`config.mk`:
```
export PLATFORM = sky130hd
export DESIGN_NAME = maxpool_user_sequencer_flat
export DESIGN_NICKNAME = d
export VERILOG_FILES = /design/src/rtl/maxpool_user_sequencer_pkg.sv /design/src/rtl/maxpool_user_sequencer_if.sv /design/src/rtl/maxpool_seq_counter.sv /design/src/rtl/maxpool_user_sequencer.sv /design/src/flat_wrapper.sv
export SDC_FILE = /design/constraint.sdc
export NUM_CORES = 1
export LEC_CHECK = 0
export CAP_MARGIN = 10
export CORE_ASPECT_RATIO = 0.5
export CORE_MARGIN = 10
export CORE_UTILIZATION = 48
export DETAILED_ROUTE_END_ITERATION = 7
export PLACE_DENSITY = 0.86
export SYNTH_ARGS = -nofsm -noshare
export SYNTH_HDL_FRONTEND = slang
export SYNTH_SLANG_ARGS = --single-unit
```
`constraint.sdc`:
```
create_clock -name aclk -period 2.99 [get_ports aclk]
set_input_delay 0.4485 -clock aclk [delete_from_list [all_inputs] [get_ports aclk]]
set_output_delay 0.4485 -clock aclk [all_outputs]
set_load 0.05 [all_outputs]
```
`src/rtl/maxpool_user_sequencer_pkg.sv`:
```
// rtl/maxpool_user_sequencer_pkg.sv - shared sizes, tuser bit map and FSM encoding for the maxpool sequencer
`ifndef UNITS
`define UNITS 2
`endif
`ifndef GROUPS
`define GROUPS 1
`endif
`ifndef WORD_WIDTH
`define WORD_WIDTH 8
`endif
`ifndef KERNEL_W_MAX
`define KERNEL_W_MAX 5
`endif
`ifndef TUSER_WIDTH_MAXPOOL_IN
`define TUSER_WIDTH_MAXPOOL_IN 5
`endif

package maxpool_user_sequencer_pkg;
  localparam int DEF_UNITS        = `UNITS;
  localparam int DEF_GROUPS       = `GROUPS;
  localparam int DEF_WORD_WIDTH   = `WORD_WIDTH;
  localparam int DEF_KERNEL_W_MAX = `KERNEL_W_MAX;
  localparam int TUSER_WIDTH_MAXPOOL_IN = `TUSER_WIDTH_MAXPOOL_IN;

  localparam int I_IS_NOT_MAX = 0;
  localparam int I_IS_MAX     = 1;
  localparam int I_IS_1X1     = 2;

  typedef enum logic {
    ST_IDLE = 1'b0,
    ST_RUN  = 1'b1
  } seq_state_t;
endpackage

```
`src/rtl/maxpool_user_sequencer_if.sv`:
```
// rtl/maxpool_user_sequencer_if.sv - input and output beat streams of the maxpool sequencer
interface maxpool_user_sequencer_if #(
  parameter int DATA_WIDTH = 32,
  parameter int USER_WIDTH = 5
);
  logic                  s_axis_tvalid;
  logic                  s_axis_tready;
  logic [DATA_WIDTH-1:0] s_axis_tdata;
  logic                  m_axis_tvalid;
  logic                  m_axis_tready;
  logic [DATA_WIDTH-1:0] m_axis_tdata;
  logic [USER_WIDTH-1:0] m_axis_tuser;
  logic                  m_axis_tlast;

  // slave: the sequencer itself; master: the conv source plus the pool engine around it
  modport slave (
    input  s_axis_tvalid, s_axis_tdata, m_axis_tready,
    output s_axis_tready, m_axis_tvalid, m_axis_tdata, m_axis_tuser, m_axis_tlast
  );
  modport master (
    output s_axis_tvalid, s_axis_tdata, m_axis_tready,
    input  s_axis_tready, m_axis_tvalid, m_axis_tdata, m_axis_tuser, m_axis_tlast
  );
endinterface

```
`src/rtl/maxpool_seq_counter.sv`:
```
// rtl/maxpool_seq_counter.sv - column / pool-window / block position counters advanced per output beat
module maxpool_seq_counter #(
  parameter int KW_W         = 3,
  parameter int COLS_WIDTH   = 10,
  parameter int BLOCKS_WIDTH = 10
) (
  input  logic                    clk,
  input  logic                    rst_n,
  input  logic                    clr,
  input  logic                    adv,
  input  logic [KW_W-1:0]         kernel_w,
  input  logic [COLS_WIDTH-1:0]   cols_m1,
  output logic [COLS_WIDTH-1:0]   col,
  output logic [KW_W-1:0]         win,
  output logic [BLOCKS_WIDTH-1:0] blk,
  output logic                    col_last,
  output logic                    win_last
);
  assign col_last = (col == cols_m1);
  // a window is cut short at the end of a row so every row starts on a fresh window
  assign win_last = (win == kernel_w - KW_W'(1)) || col_last;

  always_ff @(posedge clk or negedge rst_n) begin
    if (!rst_n) begin
      col <= '0;
      win <= '0;
      blk <= '0;
    end else if (clr) begin
      col <= '0;
      win <= '0;
      blk <= '0;
    end else if (adv) begin
      win <= win_last ? '0 : win + KW_W'(1);
      col <= col_last ? '0 : col + COLS_WIDTH'(1);
      if (col_last) blk <= blk + BLOCKS_WIDTH'(1);
    end
  end
endmodule

```
`src/rtl/maxpool_user_sequencer.sv`:
```
// rtl/maxpool_user_sequencer.sv - tags conv output beats with maxpool tuser/tlast; optional MAXPOOL_SEQ_STALL_CNT_EN adds stall_count
module maxpool_user_sequencer
  import maxpool_user_sequencer_pkg::*;
#(
  parameter int UNITS        = DEF_UNITS,
  parameter int GROUPS       = DEF_GROUPS,
  parameter int WORD_WIDTH   = DEF_WORD_WIDTH,
  parameter int KERNEL_W_MAX = DEF_KERNEL_W_MAX,
  parameter int TUSER_WIDTH  = TUSER_WIDTH_MAXPOOL_IN,
  parameter int COLS_WIDTH   = 10,
  parameter int BLOCKS_WIDTH = 10,
  localparam int KW_W        = $clog2(KERNEL_W_MAX + 1),
  localparam int DATA_WIDTH  = GROUPS * UNITS * 2 * WORD_WIDTH
) (
  input  logic                    aclk,
  input  logic                    aresetn,
  input  logic                    cfg_valid,
  output logic                    cfg_ready,
  input  logic [KW_W-1:0]         cfg_kernel_w,
  input  logic [COLS_WIDTH-1:0]   cfg_cols_m1,
  input  logic [BLOCKS_WIDTH-1:0] cfg_blocks_m1,
  input  logic                    cfg_is_max,
  input  logic                    cfg_is_1x1,
  maxpool_user_sequencer_if.slave axis,
  output logic                    cfg_error
`ifdef MAXPOOL_SEQ_STALL_CNT_EN
  ,
  output logic [31:0]             stall_count
`endif
);
  seq_state_t state, next_state;

  logic [KW_W-1:0]         kernel_w_q;
  logic [COLS_WIDTH-1:0]   cols_m1_q;
  logic [BLOCKS_WIDTH-1:0] blocks_m1_q;
  logic                    is_max_q;
  logic                    is_1x1_q;

  logic [COLS_WIDTH-1:0]   col;
  logic [KW_W-1:0]         win;
  logic [BLOCKS_WIDTH-1:0] blk;
  logic                    col_last, win_last;
  logic                    kw_ok, cfg_accept, cfg_reject, handshake, last_beat;

  // only odd widths give the pool a centre column
  assign kw_ok = cfg_kernel_w[0] && (32'(cfg_kernel_w) <= KERNEL_W_MAX);

  maxpool_seq_counter #(
    .KW_W(KW_W), .COLS_WIDTH(COLS_WIDTH), .BLOCKS_WIDTH(BLOCKS_WIDTH)
  ) u_counter (
    .clk(aclk), .rst_n(aresetn), .clr(cfg_accept), .adv(handshake),
    .kernel_w(kernel_w_q), .cols_m1(cols_m1_q),
    .col(col), .win(win), .blk(blk), .col_last(col_last), .win_last(win_last)
  );

  always_ff @(posedge aclk or negedge aresetn) begin
    if (!aresetn) state <= ST_IDLE;
    else          state <= next_state;
  end

  always_comb begin
    next_state          = state;
    cfg_ready           = 1'b0;
    cfg_accept          = 1'b0;
    cfg_reject          = 1'b0;
    handshake           = 1'b0;
    last_beat           = 1'b0;
    axis.s_axis_tready  = 1'b0;
    axis.m_axis_tvalid  = 1'b0;
    axis.m_axis_tdata   = '0;
    axis.m_axis_tuser   = '0;
    axis.m_axis_tlast   = 1'b0;
    case (state)
      ST_IDLE: begin
        cfg_ready  = 1'b1;
        cfg_accept = cfg_valid && kw_ok;
        cfg_reject = cfg_valid && !kw_ok;
        if (cfg_accept) next_state = ST_RUN;
      end
      ST_RUN: begin
        axis.m_axis_tvalid             = axis.s_axis_tvalid;
        axis.s_axis_tready             = axis.m_axis_tready;
        axis.m_axis_tdata              = axis.s_axis_tdata;
        axis.m_axis_tuser[I_IS_MAX]     = is_max_q && win_last;
        axis.m_axis_tuser[I_IS_NOT_MAX] = !is_max_q;
        axis.m_axis_tuser[I_IS_1X1]     = is_1x1_q;
        last_beat                      = col_last && (blk == blocks_m1_q);
        axis.m_axis_tlast              = last_beat;
        handshake                      = axis.s_axis_tvalid && axis.m_axis_tready;
        if (handshake && last_beat) next_state = ST_IDLE;
      end
      default: next_state = ST_IDLE;
    endcase
  end

  always_ff @(posedge aclk or negedge aresetn) begin
    if (!aresetn) begin
      kernel_w_q  <= '0;
      cols_m1_q   <= '0;
      blocks_m1_q <= '0;
      is_max_q    <= 1'b0;
      is_1x1_q    <= 1'b0;
      cfg_error   <= 1'b0;
    end else if (cfg_accept) begin
      kernel_w_q  <= cfg_kernel_w;
      cols_m1_q   <= cfg_cols_m1;
      blocks_m1_q <= cfg_blocks_m1;
      is_max_q    <= cfg_is_max;
      is_1x1_q    <= cfg_is_1x1;
      cfg_error   <= 1'b0;
    end else if (cfg_reject) begin
      cfg_error   <= 1'b1;
    end
  end

`ifdef MAXPOOL_SEQ_STALL_CNT_EN
  always_ff @(posedge aclk or negedge aresetn) begin
    if (!aresetn)
      stall_count <= '0;
    else if (cfg_accept)
      stall_count <= '0;
    else if (axis.m_axis_tvalid && !axis.m_axis_tready && (stall_count != '1))
      stall_count <= stall_count + 32'd1;
  end
`endif
endmodule

```
`src/flat_wrapper.sv`:
```
// flat-port wrapper written by rule: the top's interface ports become plain ports
module maxpool_user_sequencer_flat import maxpool_user_sequencer_pkg::*;
#(
  parameter int UNITS        = DEF_UNITS,
  parameter int GROUPS       = DEF_GROUPS,
  parameter int WORD_WIDTH   = DEF_WORD_WIDTH,
  parameter int KERNEL_W_MAX = DEF_KERNEL_W_MAX,
  parameter int TUSER_WIDTH  = TUSER_WIDTH_MAXPOOL_IN,
  parameter int COLS_WIDTH   = 10,
  parameter int BLOCKS_WIDTH = 10,
  localparam int KW_W        = $clog2(KERNEL_W_MAX + 1),
  localparam int DATA_WIDTH  = GROUPS * UNITS * 2 * WORD_WIDTH
)
  (aclk, aresetn, cfg_valid, cfg_ready, cfg_kernel_w, cfg_cols_m1, cfg_blocks_m1, cfg_is_max, cfg_is_1x1, cfg_error, axis_s_axis_tvalid, axis_s_axis_tdata, axis_m_axis_tready, axis_s_axis_tready, axis_m_axis_tvalid, axis_m_axis_tdata, axis_m_axis_tuser, axis_m_axis_tlast);
  maxpool_user_sequencer_if #(.DATA_WIDTH((DEF_GROUPS * DEF_UNITS * 2 * DEF_WORD_WIDTH)), .USER_WIDTH((TUSER_WIDTH_MAXPOOL_IN))) axis_i ();
  input  logic aclk;
  input  logic aresetn;
  input  logic cfg_valid;
  output logic cfg_ready;
  input  logic [KW_W-1:0] cfg_kernel_w;
  input  logic [COLS_WIDTH-1:0] cfg_cols_m1;
  input  logic [BLOCKS_WIDTH-1:0] cfg_blocks_m1;
  input  logic cfg_is_max;
  input  logic cfg_is_1x1;
  output logic cfg_error;
  input wire logic [$bits(axis_i.s_axis_tvalid)-1:0] axis_s_axis_tvalid;
  input wire logic [$bits(axis_i.s_axis_tdata)-1:0] axis_s_axis_tdata;
  input wire logic [$bits(axis_i.m_axis_tready)-1:0] axis_m_axis_tready;
  output wire logic [$bits(axis_i.s_axis_tready)-1:0] axis_s_axis_tready;
  output wire logic [$bits(axis_i.m_axis_tvalid)-1:0] axis_m_axis_tvalid;
  output wire logic [$bits(axis_i.m_axis_tdata)-1:0] axis_m_axis_tdata;
  output wire logic [$bits(axis_i.m_axis_tuser)-1:0] axis_m_axis_tuser;
  output wire logic [$bits(axis_i.m_axis_tlast)-1:0] axis_m_axis_tlast;
  assign axis_i.s_axis_tvalid = axis_s_axis_tvalid;
  assign axis_i.s_axis_tdata = axis_s_axis_tdata;
  assign axis_i.m_axis_tready = axis_m_axis_tready;
  assign axis_s_axis_tready = axis_i.s_axis_tready;
  assign axis_m_axis_tvalid = axis_i.m_axis_tvalid;
  assign axis_m_axis_tdata = axis_i.m_axis_tdata;
  assign axis_m_axis_tuser = axis_i.m_axis_tuser;
  assign axis_m_axis_tlast = axis_i.m_axis_tlast;
  maxpool_user_sequencer #(.UNITS(UNITS), .GROUPS(GROUPS), .WORD_WIDTH(WORD_WIDTH), .KERNEL_W_MAX(KERNEL_W_MAX), .TUSER_WIDTH(TUSER_WIDTH), .COLS_WIDTH(COLS_WIDTH), .BLOCKS_WIDTH(BLOCKS_WIDTH)) u_core (.aclk(aclk), .aresetn(aresetn), .cfg_valid(cfg_valid), .cfg_ready(cfg_ready), .cfg_kernel_w(cfg_kernel_w), .cfg_cols_m1(cfg_cols_m1), .cfg_blocks_m1(cfg_blocks_m1), .cfg_is_max(cfg_is_max), .cfg_is_1x1(cfg_is_1x1), .axis(axis_i), .cfg_error(cfg_error));
endmodule
```
==> impl_metrics.csv <==
group,metric,value,unit
logic_synthesis,synthMostInstantiatedCell,"nand2_1",
sta,slew_violations,0,
route,met3_length,537,um
critical_path,ff2ff_path_depth,5,
finish,postLayoutCoreUtil,72.0,%
route,wl_per_cell,16.3,um
finish,fillers,392,
cts,ctsLongestPathBuffers,2,
route,ant_nets,0,
pwr,share_comb_of_total_power,42.8,%
cts,cts_tree,"yes",
sta,skew,0.00534,ns
grt,antenna_found_initial,0,
floorplanning,initial_core_util,49.6,%
route,routed_wl,7960,um
logic_synthesis,ys_warn_count,0,
outcome,status,"finished clean",
finish,multi_input_area,1400,um2
cts,htreeDepth,2,
cts,cts.clk_slew.worst_paths,0.07,ns
cts,cts_buffers,5,
finish,area_growth,45.2,%
sta,relSlewSlack,27.9,%
logic_synthesis,ys_top_cells_by_count,"76 x nand2_1, 50 x dfrtp_1, 35 x and2_1",
grt,grt_max_degree,51,
critical_path,r2r-start,"u_core.u_counter.col[6]",
logic_synthesis,synth-edff-count,0,
finish,register_area,1250,um2
route,vias_per_cell,5.21,
sta,finalSetupViolCount,0,
route,vias,2543,
logic_synthesis,synth_area_leader_cell,"dfrtp_1",
sta,tightest_slew,1.08,ns
logic_synthesis,ys.flop_type,"dfrtp_1",
floorplanning,die_w,126,um
worst_hold_path,hold_class,"in -> async",
pwr,p_seq_share,35.7,%
critical_path,startpoint,"u_core.u_counter.col[6]",
pwr,max-vdd-ir-drop,478,uV
sta,fin_crit,2.75,ns
floorplanning,die_h,73.2,um
logic_synthesis,synth_cell_types,28,
cts,root_buffer,"clkbuf_16",
logic_synthesis,ys_ff_latch,50,
route,dr_wl_met2,3960,um
pwr,clkPwrFrac,21.5,%
critical_path,cp_max_fo,6,
route,drc,0,
logic_synthesis,yosys.area.top_type_share,46.0,%
logic_synthesis,yosysSeqAreaShare,46.0,%
floorplanning,fp.dieArea,9260,um2
logic_synthesis,synth.avg_cell_area,8.58,um2
logic_synthesis,syn_inst,317,
sta,fin_crit_sh,91.9,%
grt,grt_usage,16.8,%
run,maxCapViolations,0,
sta,timing_hold_violations_final,0,
pwr,leakage,1.81,nW
route,wl_met1,3350,um
grt,first_global_vias,2564,
finish,drive_gt1_share,4.34,%
critical_path,end_kind,"output pin",
critical_path,criticalPathCategory,"reg -> out",
finish,antenna_cells,0,
logic_synthesis,netlist_top_cells_area,"dfrtp_1 46%, nand2_1 10%, and2_1 8.0%, xor2_1 6.1%, xnor2_1 3.2%",
cts,insertion_delay,0.29,ns
critical_path,crit_arrival,2.30,ns
grt,grt_pass1_wl,12900,um
place,place_hpwl,5950,um
pwr,switching_power,1.19,mW
floorplanning,io-pin-count,104,
critical_path,startpoint_type,"flop",
logic_synthesis,syn_area,2720,um2
cts,cts_resized,0,
logic_synthesis,async_flop_share,100,%
route,drt_iter0_drc,181,
pwr,internal_power,1.78,mW
place,portBuffers,101,
cts,postCtsSetupRepairBufs,0,
grt,gr-total-overflow,0,
pwr,switching_share,40.1,%
route,highest_layer,"met4",
route,first_pass_iters,4,
floorplanning,core,5490,um2
sta,finalSetupTns,0,ns
cts,clkSinkCount,50,
critical_path,required,2.54,ns
pwr,p_per_area,753,nW/um2
cts,holdBufCountCts,0,
floorplanning,rows,19,
sta,rsz0062_at_grt,"false",
finish,num-nets-final,480,
sta,clock.fmax,0.364,GHz
place,place_congestion,0.802,
-- through the flow --
step | hold WS [ns] | instances | total power [mW] | area, um2 | setup slack, ns
2_1_floorplan | 0.153 | 318 | 1.89 | 2730 | 0.424
3_3_place_gp | 0.455 | 480 | 2.29 | 3790 | 0.633
3_5_place_dp | 0.461 | 480 | 2.33 | 3790 | 0.554
4_1_cts | 0.407 | 488 | 2.99 | 3950 | 0.280
5_1_grt | 0.469 | 488 | 3.15 | 3950 | 0.170
6_report | 0.358 | 488 | 2.98 | 3950 | 0.242
-- registers in the layout, indices dropped and copies added, names as in the netlist --
name	cells
u_core.blocks_m1_q	10
u_core.u_counter.blk	10
u_core.kernel_w_q	3
u_core.u_counter.win	3
u_core.is_max_q	1
u_core.state	1
u_core.cols_m1_q	10
u_core.u_counter.col	10
u_core.cfg_error	1
u_core.is_1x1_q	1
-- final timing paths --
kind | end | slack, ns
max in group asynchronous | u_core.u_counter.blk[1] | 1.96
min reg2reg | u_core.is_1x1_q | 0.47
max | axis_m_axis_tuser[1] | 0.24
min in group aclk | u_core.is_1x1_q | 0.47
min | u_core.blocks_m1_q[0] | 0.36
max reg2reg | u_core.u_counter.blk[7] | 0.63
-- per-layer routing --
metal	up-vias	track usage, %
li1	1242	-
met1	1182	20.0
met2	108	30.4
met3	11	3.55
met4	0	4.52
met5	-	0
-- final cells by class --
cell class / instances / area share, %
clock buffers: 7 / 3.36
clock inverters: 1 / 0.760
inverters: 5 / 0.475
multi-input cells: 247 / 35.4
flip-flops and latches: 50 / 31.7
well taps: 73 / 2.31
repair buffers: 105 / 26.1
-- worst max-delay path: stages, from the launching register on --
cell and delay, ns:
dfrtp_1 0.45, xor2_1 0.18, nor4_2 0.40, nand3_1 0.31
o31ai_1 0.25, and3_1 0.23, buf_4 0.19
-- logic make-up after synthesis --
group | after synthesis | share of synthesized area, %
AO/OA/AOI/OAI | 33 | 6.94
XOR/XNOR | 29 | 9.33
adder cells (fa/ha/maj) | 4 | 1.84
buffers and inverters | 21 | 3.17
flip-flops | 50 | 46.0
multiplexers | 1 | 0.368
other | 1 | 0.138
AND/OR/NAND/NOR | 178 | 32.2
-- cells in the final DEF (no fill, tap or decap), drive strengths merged, types with 9 or more instances in the layout --
cell           instances
xor2                  19
and2                  35
nand3                 13
clkdlybuf4s50         98
a21oi                 13
o21ai                 11
and3                   9
nor2                  20
nand2                 76
dfrtp                 50
xnor2                 10
-- power by group through the flow --
stage,Clock [mW],Sequential [mW],Combinational (mW)
finish,0.641,1.06,1.27
global route,0.675,1.08,1.39
CTS,0.644,1.06,1.29
detailed placement,0,1.07,1.26
global placement,0,1.05,1.23
floorplan,0,1.05,0.848
No activity file was read; power rests on OpenSTA's default activity.
